$ cat src/rtl/risc_ctrl.sv
// Multicycle sequencer for the 8-bit accumulator RISC CPU: steps the 8-phase
// fetch/execute cycle, decodes datapath strobes, tracks halt and retired count.
module risc_ctrl #(
  parameter int CNT_W = 8
) (
  input  logic             clk,
  input  logic             reset,
  input  logic [2:0]       opcode,
  input  logic             zero,
  output logic             sel,
  output logic             rd,
  output logic             ld_ir,
  output logic             inc_pc,
  output logic             ld_pc,
  output logic             ld_ac,
  output logic             wr,
  output logic             data_e,
  output logic             halt,
  output logic [2:0]       phase,
  output logic [CNT_W-1:0] instr_cnt
);

  typedef enum logic [2:0] {
    INST_ADDR  = 3'd0,
    INST_FETCH = 3'd1,
    INST_LOAD  = 3'd2,
    IDLE       = 3'd3,
    OP_ADDR    = 3'd4,
    OP_FETCH   = 3'd5,
    ALU_OP     = 3'd6,
    STORE      = 3'd7
  } phase_e;

  localparam logic [2:0] OP_HLT = 3'd0;
  localparam logic [2:0] OP_SKZ = 3'd1;
  localparam logic [2:0] OP_ADD = 3'd2;
  localparam logic [2:0] OP_AND = 3'd3;
  localparam logic [2:0] OP_XOR = 3'd4;
  localparam logic [2:0] OP_LDA = 3'd5;
  localparam logic [2:0] OP_STO = 3'd6;
  localparam logic [2:0] OP_JMP = 3'd7;

  phase_e           phase_q, phase_d;
  logic             halted_q, halted_d;
  logic [CNT_W-1:0] cnt_q, cnt_d;

  logic is_hlt, is_skz, is_sto, is_jmp, is_aluop;

  always_comb begin
    is_hlt   = (opcode == OP_HLT);
    is_skz   = (opcode == OP_SKZ);
    is_sto   = (opcode == OP_STO);
    is_jmp   = (opcode == OP_JMP);
    is_aluop = (opcode == OP_ADD) || (opcode == OP_AND) ||
               (opcode == OP_XOR) || (opcode == OP_LDA);
  end

  // NOTE: every signal written here gets a default first so no path leaves it
  // unassigned, which would otherwise infer a latch.
  always_comb begin
    phase_d  = phase_q;
    halted_d = halted_q;
    cnt_d    = cnt_q;
    if (!halted_q) begin
      if (phase_q == OP_ADDR && is_hlt) begin
        halted_d = 1'b1;
      end else begin
        phase_d = phase_e'(phase_q + 3'd1);
        if (phase_q == STORE) cnt_d = cnt_q + 1'b1;
      end
    end
  end

  // NOTE: state flops use non-blocking assignments so every flop samples the
  // pre-edge values, independent of statement order.
  always_ff @(posedge clk or posedge reset) begin
    if (reset) begin
      phase_q  <= INST_ADDR;
      halted_q <= 1'b0;
      cnt_q    <= '0;
    end else begin
      phase_q  <= phase_d;
      halted_q <= halted_d;
      cnt_q    <= cnt_d;
    end
  end

  always_comb begin
    sel    = 1'b0;
    rd     = 1'b0;
    ld_ir  = 1'b0;
    inc_pc = 1'b0;
    ld_pc  = 1'b0;
    ld_ac  = 1'b0;
    wr     = 1'b0;
    data_e = 1'b0;
    halt   = 1'b0;
    if (halted_q) begin
      halt = 1'b1;
    end else begin
      unique case (phase_q)
        INST_ADDR:  sel = 1'b1;
        INST_FETCH: begin
          sel = 1'b1;
          rd  = 1'b1;
        end
        INST_LOAD, IDLE: begin
          sel   = 1'b1;
          rd    = 1'b1;
          ld_ir = 1'b1;
        end
        OP_ADDR: begin
          inc_pc = !is_hlt;
          halt   = is_hlt;
        end
        OP_FETCH: rd = is_aluop;
        ALU_OP: begin
          rd     = is_aluop;
          inc_pc = is_skz && zero;
          ld_pc  = is_jmp;
          data_e = is_sto;
        end
        STORE: begin
          // SKZ also strobes inc_pc here; the datapath counts only this edge.
          rd     = is_aluop;
          ld_ac  = is_aluop;
          inc_pc = is_skz && zero;
          ld_pc  = is_jmp;
          wr     = is_sto;
          data_e = is_sto;
        end
        default: ;
      endcase
    end
  end

  assign phase     = phase_q;
  assign instr_cnt = cnt_q;

endmodule

$ cat config.mk
export PLATFORM = sky130hd
export DESIGN_NAME = risc_ctrl
export DESIGN_NICKNAME = d
export VERILOG_FILES = /design/src/rtl/risc_ctrl.sv
export SDC_FILE = /design/constraint.sdc
export NUM_CORES = 1
export LEC_CHECK = 0
export ABC_AREA = 1
export BUFFER_PORTS_ARGS = -buffer_cell sky130_fd_sc_hd__buf_2
export CORE_AREA = 10 10 54 56
export DETAILED_ROUTE_END_ITERATION = 8
export DIE_AREA = 0 0 64 66
export GPL_ROUTABILITY_DRIVEN = 0
export HOLD_SLACK_MARGIN = 0.02
export PLACE_DENSITY = 0.74
export SYNTH_ARGS = -nofsm -noshare
export SYNTH_HDL_FRONTEND = slang
export SYNTH_SLANG_ARGS = --single-unit
$ cat constraint.sdc
create_clock -name clk -period 2.03 [get_ports clk]
set_clock_uncertainty 0.15 [all_clocks]
set_input_delay 0.406 -clock clk [delete_from_list [all_inputs] [get_ports clk]]
set_output_delay 0.406 -clock clk [all_outputs]
set_load 0.005 [all_outputs]
## After elaboration in Yosys (flattened, before gate mapping)

Cells that the tools add are included.

- Equal/unequal tests: 14
- Magnitude comparators: 0
- Shift operators: 0
- Muxes and demuxes: 20
- Reduce and logical (&&, ||, !) cells: 15
- Add/subtract/negate cells: 2
- Bitwise operators: 2
- $mul: 0
- Divide/modulo/power cells: 0

Operators with widths:

| operator | number |
|---|---|
| $eq A3 B3 Y1 const B | 8 |
| $mux W1 | 18 |
| $eq A3 B2 Y1 const B | 4 |
| $add A8 B1 Y8 const B | 1 |
| $eq A3 B1 Y1 const B | 2 |
| $logic_not A3 Y1 | 2 |
| $reduce_or A3 Y1 | 2 |
| $pmux W1 S2 | 2 |
| $reduce_or A2 Y1 | 2 |
| $reduce_or A4 Y1 | 1 |
| $add A3 B1 Y3 const B | 1 |
| $logic_or A1 B1 Y1 | 3 |
| $reduce_and A3 Y1 | 1 |
| $logic_and A1 B1 Y1 | 2 |
| $not A1 Y1 | 2 |
| $reduce_and A2 Y1 | 1 |
| $logic_not A1 Y1 | 1 |

- Latch bits: 0
- Word-level logic and storage cells: 56
- Bits of input ports: 6
- RAM bits: 0
- Register bits: 12
- Bits in read-only memories: 0
- Memories: 0

## Longest topological paths before layout

Gate-level depths: netlist of run 1.

- Depth after elaboration: 6
- Gate-level depth with buffers: 9
- Mapped depth without buffers: 9

## Least setup slack after synthesis of run 1

Ideal clock, no wire load.

- Path kind: register to output
- From: reg phase_q[1], in the netlist phase[1]
- To: out ld_ac
- Arrival: 1.216 ns
- Slack: 0.258 ns
- Buffers on the path: 0
- Required time: 1.474 ns
- Stages on the path, launching flop included: 7
- Cells stage by stage: dfrtp_1 ha_1 ha_1 inv_1 nor2_2 inv_1 nor3_1

- Cells in the longest elaborated chain, start to end: 3

RTL lines:

| what | line | RTL |
|---|---|---|
| start: declaration | 43 | `phase_e phase_q, phase_d;` |
| start signal: assignment | 82 | `phase_q <= phase_d;` |
| $eq A3 B3 Y1 | 101 | `unique case (phase_q)` |
| $mux W1 | 101 |  |
| $mux W1 | 98 | `if (halted_q) begin` |
| end: declaration | 15 | `output logic ld_ac,` |

No other way between the ends.

## Final worst setup path of run 1

- From: reg phase_q[0], in the netlist phase[0]
- To: out rd

- Cells in the longest elaborated chain, start to end: 4
- Elaborated cells between the ends (all ways): 10
- Classes of those cells: eq/ne: 6; mux: 2; reduce/logical: 2

RTL lines:

| what | line | RTL |
|---|---|---|
| $eq A3 B3 Y1 (tied with other cells) | 101 |  |
| $reduce_or A3 Y1 (no line) | - |  |
| $pmux W1 S2 * | 101 |  |
| $mux W1 * | 98 |  |
| end: declaration | 11 | `output logic rd,` |

Every way passes the cells marked *; elsewhere a longest branch is shown, timed or not.

==> results of run 1 <==
-- cell usage in the layout (no fill, tap or decap), types with 4 or more instances in the layout --
cell     count
buf_4        9
inv_1       10
nand3_1      7
dfrtp_1      9
nand2_1     46
ha_4         4
inv_2        7
buf_2       25
nor2_1       9
-- flip-flops by register name (all words and copies together) (netlist names) --
register   cells
halted_q       1
instr_cnt      8
phase          3
-- critical path: stages (launching register included) --
cell and delay [ns]:
dfrtp_2 0.45, ha_4 0.19, ha_4 0.15, o21bai_4 0.16
nor2_2 0.10, nand2_1 0.08, nand2_1 0.07, nor2_1 0.04
buf_2 0.11
-- final timing paths --
kind,from,slack [ns],to
worst max-delay path,phase[0],-0.15,rd
worst max register to register,phase[0],0.38,instr_cnt[1]
worst min register to register,instr_cnt[7],0.39,instr_cnt[7]
max in group asynchronous,reset,0.88,phase[2]
worst min-delay path,instr_cnt[7],0.39,instr_cnt[7]
min in group asynchronous,reset,0.50,instr_cnt[5]
-- routing by layer --
layer	track usage, %	vias up	routed length, um
li1	-	443	-
met1	11.7	399	941
met2	18.5	23	1110
met3	4.41	4	152
met4	4.92	0	44
met5	0	-	0
-- what timing repair did --
item / CTS / global route
endpoints found under the setup margin: 9 / 9
buffers inserted: 4 / 4
pin swaps: 3 / 5
hold buffers: 1 / 0
hold endpoints to repair: 12 / 0
gates resized for setup: 8 / 16
-- power breakdown --
| part | leakage [nW] | switching (mW) | internal, mW |
|---|---|---|---|
| logic | 0.473 | 0.0141 | 0.00680 |
| clock network | 0.0210 | 0.0849 | 0.109 |
| registers | 0.148 | 0 | 0.239 |
| total | 0.643 | 0.0990 | 0.355 |
-- stage by stage --
step / total power, mW / util [%] / instances
2_1_floorplan: 0.253 / - / 121
3_3_place_gp: 0.262 / 55.9 / 174
3_5_place_dp: 0.263 / 55.9 / 174
5_1_grt: 0.474 / 66.2 / 187
4_1_cts: 0.459 / 61.3 / 183
6_report: 0.454 / 66.2 / 187
-- cells by family (layout without fill, tap and decap cells) --
family                     count (synthesis)  after routing  share of synthesized area (%)
and+or+nand+nor                           73             73                           37.7
buffers and inverters                     18             57                           8.09
AOI/OAI and AO/OA                          5              5                           3.07
xor gates and xnor gates                   5              5                           6.56
adders and majority gates                  8              8                           11.2
DFF                                       12             12                           33.5
-- Yosys cell counts (all sizes together) --
cell type,instances
o21bai,1
ha,8
xnor2,2
nand4,1
o21ai,2
xor2,3
a21oi,2
nor2,13
inv,18
nand2,49
dfrtp,12
nor3,2
nand3,8
-- layout make-up --
class	count	area, um2
inverters	18	72.6
multi-input cells	91	609
well taps	27	33.8
fillers	150	643
clock buffers	4	36.3
repair buffers	35	203
flip-flops and latches	12	304
==> run_results.csv, run 1 <==
group,metric,value,unit
synth,synth_cell_types,22,
timing,rsz0062_at_grt,"yes",
synth,yosysSeqAreaShare,33.5,%
detailed_routing,dr.pass1.iters,4,
global_route,grt_max_degree,13,
timing,min_period,2.18,ns
synth,synth.avg_cell_area,7.41,um2
global_route,antenna_found_initial,0,
synth,synth.area.top_cells,"dfrtp_1 (33%), nand2_1 (20%), ha_1 (11%)",
placed_design,place_hpwl,1550,um
detailed_routing,num_vias,869,
global_route,grt_pass1_vias,878,
run_status,status,"finished, violations left",
timing,worst_pin_slew,0.449,ns
synth,synth_top_area_share,33.5,%
die,dieArea,0.00422,mm2
clock_network,clk_latency,0.28,ns
timing,worst_hold_slack,0.393,ns
die,pin_count,26,
clock_network,clkTransAtPathRegs,0.08,ns
synth,synth_fp_nets,135,
detailed_routing,via_per_inst,4.65,
timing,slew_headroom,70.0,%
placed_design,preCtsSetupSlack,0.0925,ns
run_status,violations,"setup timing",
layout,antenna_cells,0,
clock_network,cts_buffer_depth,2,
synth,synth_top_cell_by_area,"dfrtp_1",
setup_path,start_kind,"register",
synth,synth_cells,121,
setup_path,critPathKind,"register to primary output",
timing,setup_viol,3,
clock_network,cts_root_buf,"clkbuf_4",
synth,synth-seq-cells,12,
timing,worst_slack,-0.146,ns
timing,maxSlewViolCount,0,
placed_design,dpl_cell_area,0.00106,mm2
die,row_count,16,
detailed_routing,drt_iter0_drc,47,
global_route,grt-ovfl-total,0,
timing,min_period_over_period,107,%
pwr,vdd_drop_max,0.522,mV
die,start_util,47.2,%
layout,area_delta_synth_final,40.3,%
hold_path,hold_depth,2,
setup_path,ff2ff_path_depth,10,
layout,num-nets-final,175,
placed_design,io_buffers,25,
detailed_routing,wl_per_cell,12.0,um
setup_path,worstPathMaxFanout,4,
pwr,power_density,361,mW/mm2
pwr,p_leak,0.643,nW
detailed_routing,ant_nets,0,
clock_network,htree_levels,1,
die,core,0.00190,mm2
clock_network,tritoncts,"done",
run,maxCapViolations,0,
timing,hold_viol_final,0,
synth,synthesis.area,897,um2
clock_network,clock-sinks,12,
clock_network,numCtsBuffers,3,
detailed_routing,drc,0,
timing,setup-tns-final,-0.261,ns
setup_path,end_kind,"primary output",
layout,finalInstanceArea,0.00126,mm2
die,die_h,66,um
timing,timing.fmax,460,MHz
setup_path,critical_path_arrival,1.62,ns
layout,drive_gt1_share,43.1,%
global_route,grt_use_total,10.9,%
synth,synth_warnings,0,
hold_path,hold_path.class,"register to register",
setup_path,cp.required,1.47,ns
global_route,grt_pass1_wl,3800,um
die,dieWidth,64,um
detailed_routing,drt_wl_total,2250,um
Note: power is estimated with default switching activity, not from simulation.
==> run 2, diff against run 1 <==
--- a/config.mk
+++ b/config.mk
@@ -12,7 +12,7 @@
 export DIE_AREA = 0 0 64 66
 export GPL_ROUTABILITY_DRIVEN = 0
 export HOLD_SLACK_MARGIN = 0.02
-export PLACE_DENSITY = 0.74
+export PLACE_DENSITY_LB_ADDON = 0.15
 export SYNTH_ARGS = -nofsm -noshare
 export SYNTH_HDL_FRONTEND = slang
 export SYNTH_SLANG_ARGS = --single-unit
==> run 2 against run 1 <==
Effect of this change:
- the run still ends with setup timing left
- hold slack improved by 0.0023 ns
- clock power about the same
- flip-flop and latch count unchanged
- power increased by 0.70%
==> run_results.csv, run 2 (synthesized netlist as in run 1, its figures left out) <==
group,metric,value,unit
run_status,status,"finished, violations left",
run_status,violations,"setup timing",
setup_path,end_kind,"primary output",
setup_path,critPathKind,"register to primary output",
setup_path,cp-startpoint,"phase[0]",
setup_path,rr_startpoint,"phase[1]",
timing,rsz0062_at_grt,"yes",
clock_network,numCtsBuffers,3,
placed_design,dpl_cell_area,0.00106,mm2
detailed_routing,drt_iter0_drc,38,
global_route,grt_use_total,11.0,%
die,dieWidth,64,um
clock_network,cts_buffer_depth,2,
setup_path,critPathMaxStageDelay,0.41,ns
setup_path,path_cells,"ha_2 -> ha_4 -> o21bai_4 -> nor2_4 -> nand2_1 -> nand2_1 -> nor2_1 -> buf_2",
layout,final_common_cell,"nand2_1",
setup_path,worstPathMaxFanout,4,
global_route,grt_max_degree,13,
die,pin_count,26,
clock_network,clkTransAtPathRegs,0.08,ns
pwr,vdd_drop_max,0.317,mV
pwr,p_leak,0.646,nW
hold_path,worstHoldStart,"instr_cnt[7]",
detailed_routing,via_per_inst,4.59,
global_route,grt_pass1_vias,874,
detailed_routing,num_vias,853,
setup_path,start_kind,"register",
detailed_routing,drc,0,
run,maxCapViolations,0,
die,row_count,16,
setup_path,crit_path_frequent_cell,"nand2_1",
clock_network,clock-sinks,12,
setup_path,cp.required,1.47,ns
detailed_routing,drt_wl_total,2200,um
layout,area_delta_synth_final,37.1,%
setup_path,cp_slowest_cell,"dfrtp_1",
hold_path,hold_path.class,"register to register",
timing,worst_slack,-0.123,ns
layout,num-nets-final,174,
global_route,grt_pass1_wl,3820,um
die,dieArea,0.00422,mm2
layout,antenna_cells,0,
layout,num-fill-cells,173,
layout,finalInstanceArea,0.00123,mm2
clock_network,tritoncts,"done",
layout,final_cell_mix,"nand2_1 (47), buf_2 (25), inv_1 (11), dfrtp_1 (11)",
placed_design,io_buffers,25,
timing,timing.fmax,464,MHz
die,core,0.00190,mm2
clock_network,clk_latency,0.29,ns
setup_path,critical_path_arrival,1.60,ns
global_route,antenna_found_initial,0,
timing,min_period,2.15,ns
detailed_routing,dr.pass1.iters,4,
timing,slew_headroom,70.0,%
pwr,power_density,372,mW/mm2
timing,min_period_over_period,106,%
timing,maxSlewViolCount,0,
die,start_util,47.2,%
layout,multi_input_area,588,um2
detailed_routing,ant_nets,0,
global_route,grt-ovfl-total,0,
layout,largest_reg_flops,8,
layout,drive_gt1_share,39.6,%
timing,worst_hold_slack,0.395,ns
die,die_h,66,um
timing,worst_pin_slew,0.449,ns
clock_network,htree_levels,1,
timing,setup_viol,9,
detailed_routing,wl_per_cell,11.8,um
layout,seq_area,302,um2
placed_design,place_hpwl,1600,um
timing,hold_viol_final,0,
clock_network,cts_root_buf,"clkbuf_4",
-- run 2: stage by stage --
stage / util (%) / instances / setup TNS (ns) / power (mW) / worst slack (ns)
2_1_floorplan: - / 121 / 0 / 0.253 / 0.258
3_3_place_gp: 55.9 / 174 / 0 / 0.262 / 0.157
3_5_place_dp: 55.9 / 174 / 0 / 0.263 / 0.111
4_1_cts: 61.5 / 186 / -0.499 / 0.460 / -0.174
5_1_grt: 64.7 / 186 / -1.50 / 0.475 / -0.218
6_report: 64.7 / 186 / -0.506 / 0.457 / -0.123
-- run 2: cell type report --
type,count,area share [%]
clock buffers,4,2.95
inverters,18,6.10
multi-input cells,91,47.8
flip-flops and latches,12,24.5
well taps,27,2.75
repair buffers,34,15.9
-- run 2: per-layer routing --
metal | wire length [um] | vias up | global-route usage (%)
li1 | - | 438 | -
met1 | 841 | 388 | 10.1
met2 | 1130 | 22 | 20.6
met3 | 191 | 5 | 4.24
met4 | 44 | 0 | 5.74
met5 | 0 | - | 0
-- run 2: final timing paths --
path | endpoint | slack [ns] | depth (start not counted)
worst max register to register | instr_cnt[3] | 0.33 | 11
min in group asynchronous | instr_cnt[5] | 0.51 | 3
worst max-delay path | rd | -0.12 | 8
max in group asynchronous | phase[2] | 0.88 | 3
worst min register to register | instr_cnt[7] | 0.40 | 2
worst min-delay path | instr_cnt[7] | 0.40 | 2
-- run 2: report_power, final --
part | switching (mW) | internal [mW]
combinational | 0.0144 | 0.00682
sequential | 0 | 0.239
clock | 0.0876 | 0.109
total | 0.102 | 0.355
-- run 2: worst max-delay path: cells and delay by family, from the launching register on --
kind            cells  cell delay, ns
compound gates      1            0.18
fa+ha+maj           2            0.37
buf+inv             1            0.12
flops               1            0.41
simple gates        4            0.23
-- run 2: timing repair --
action / in CTS / in global routing
buffers inserted: 7 / 0
hold buffers: 1 / 0
endpoints found under the setup margin: 9 / 9
resized for setup: 7 / 13
endpoints found under the hold margin: 12 / 0
pin swaps: 6 / 4
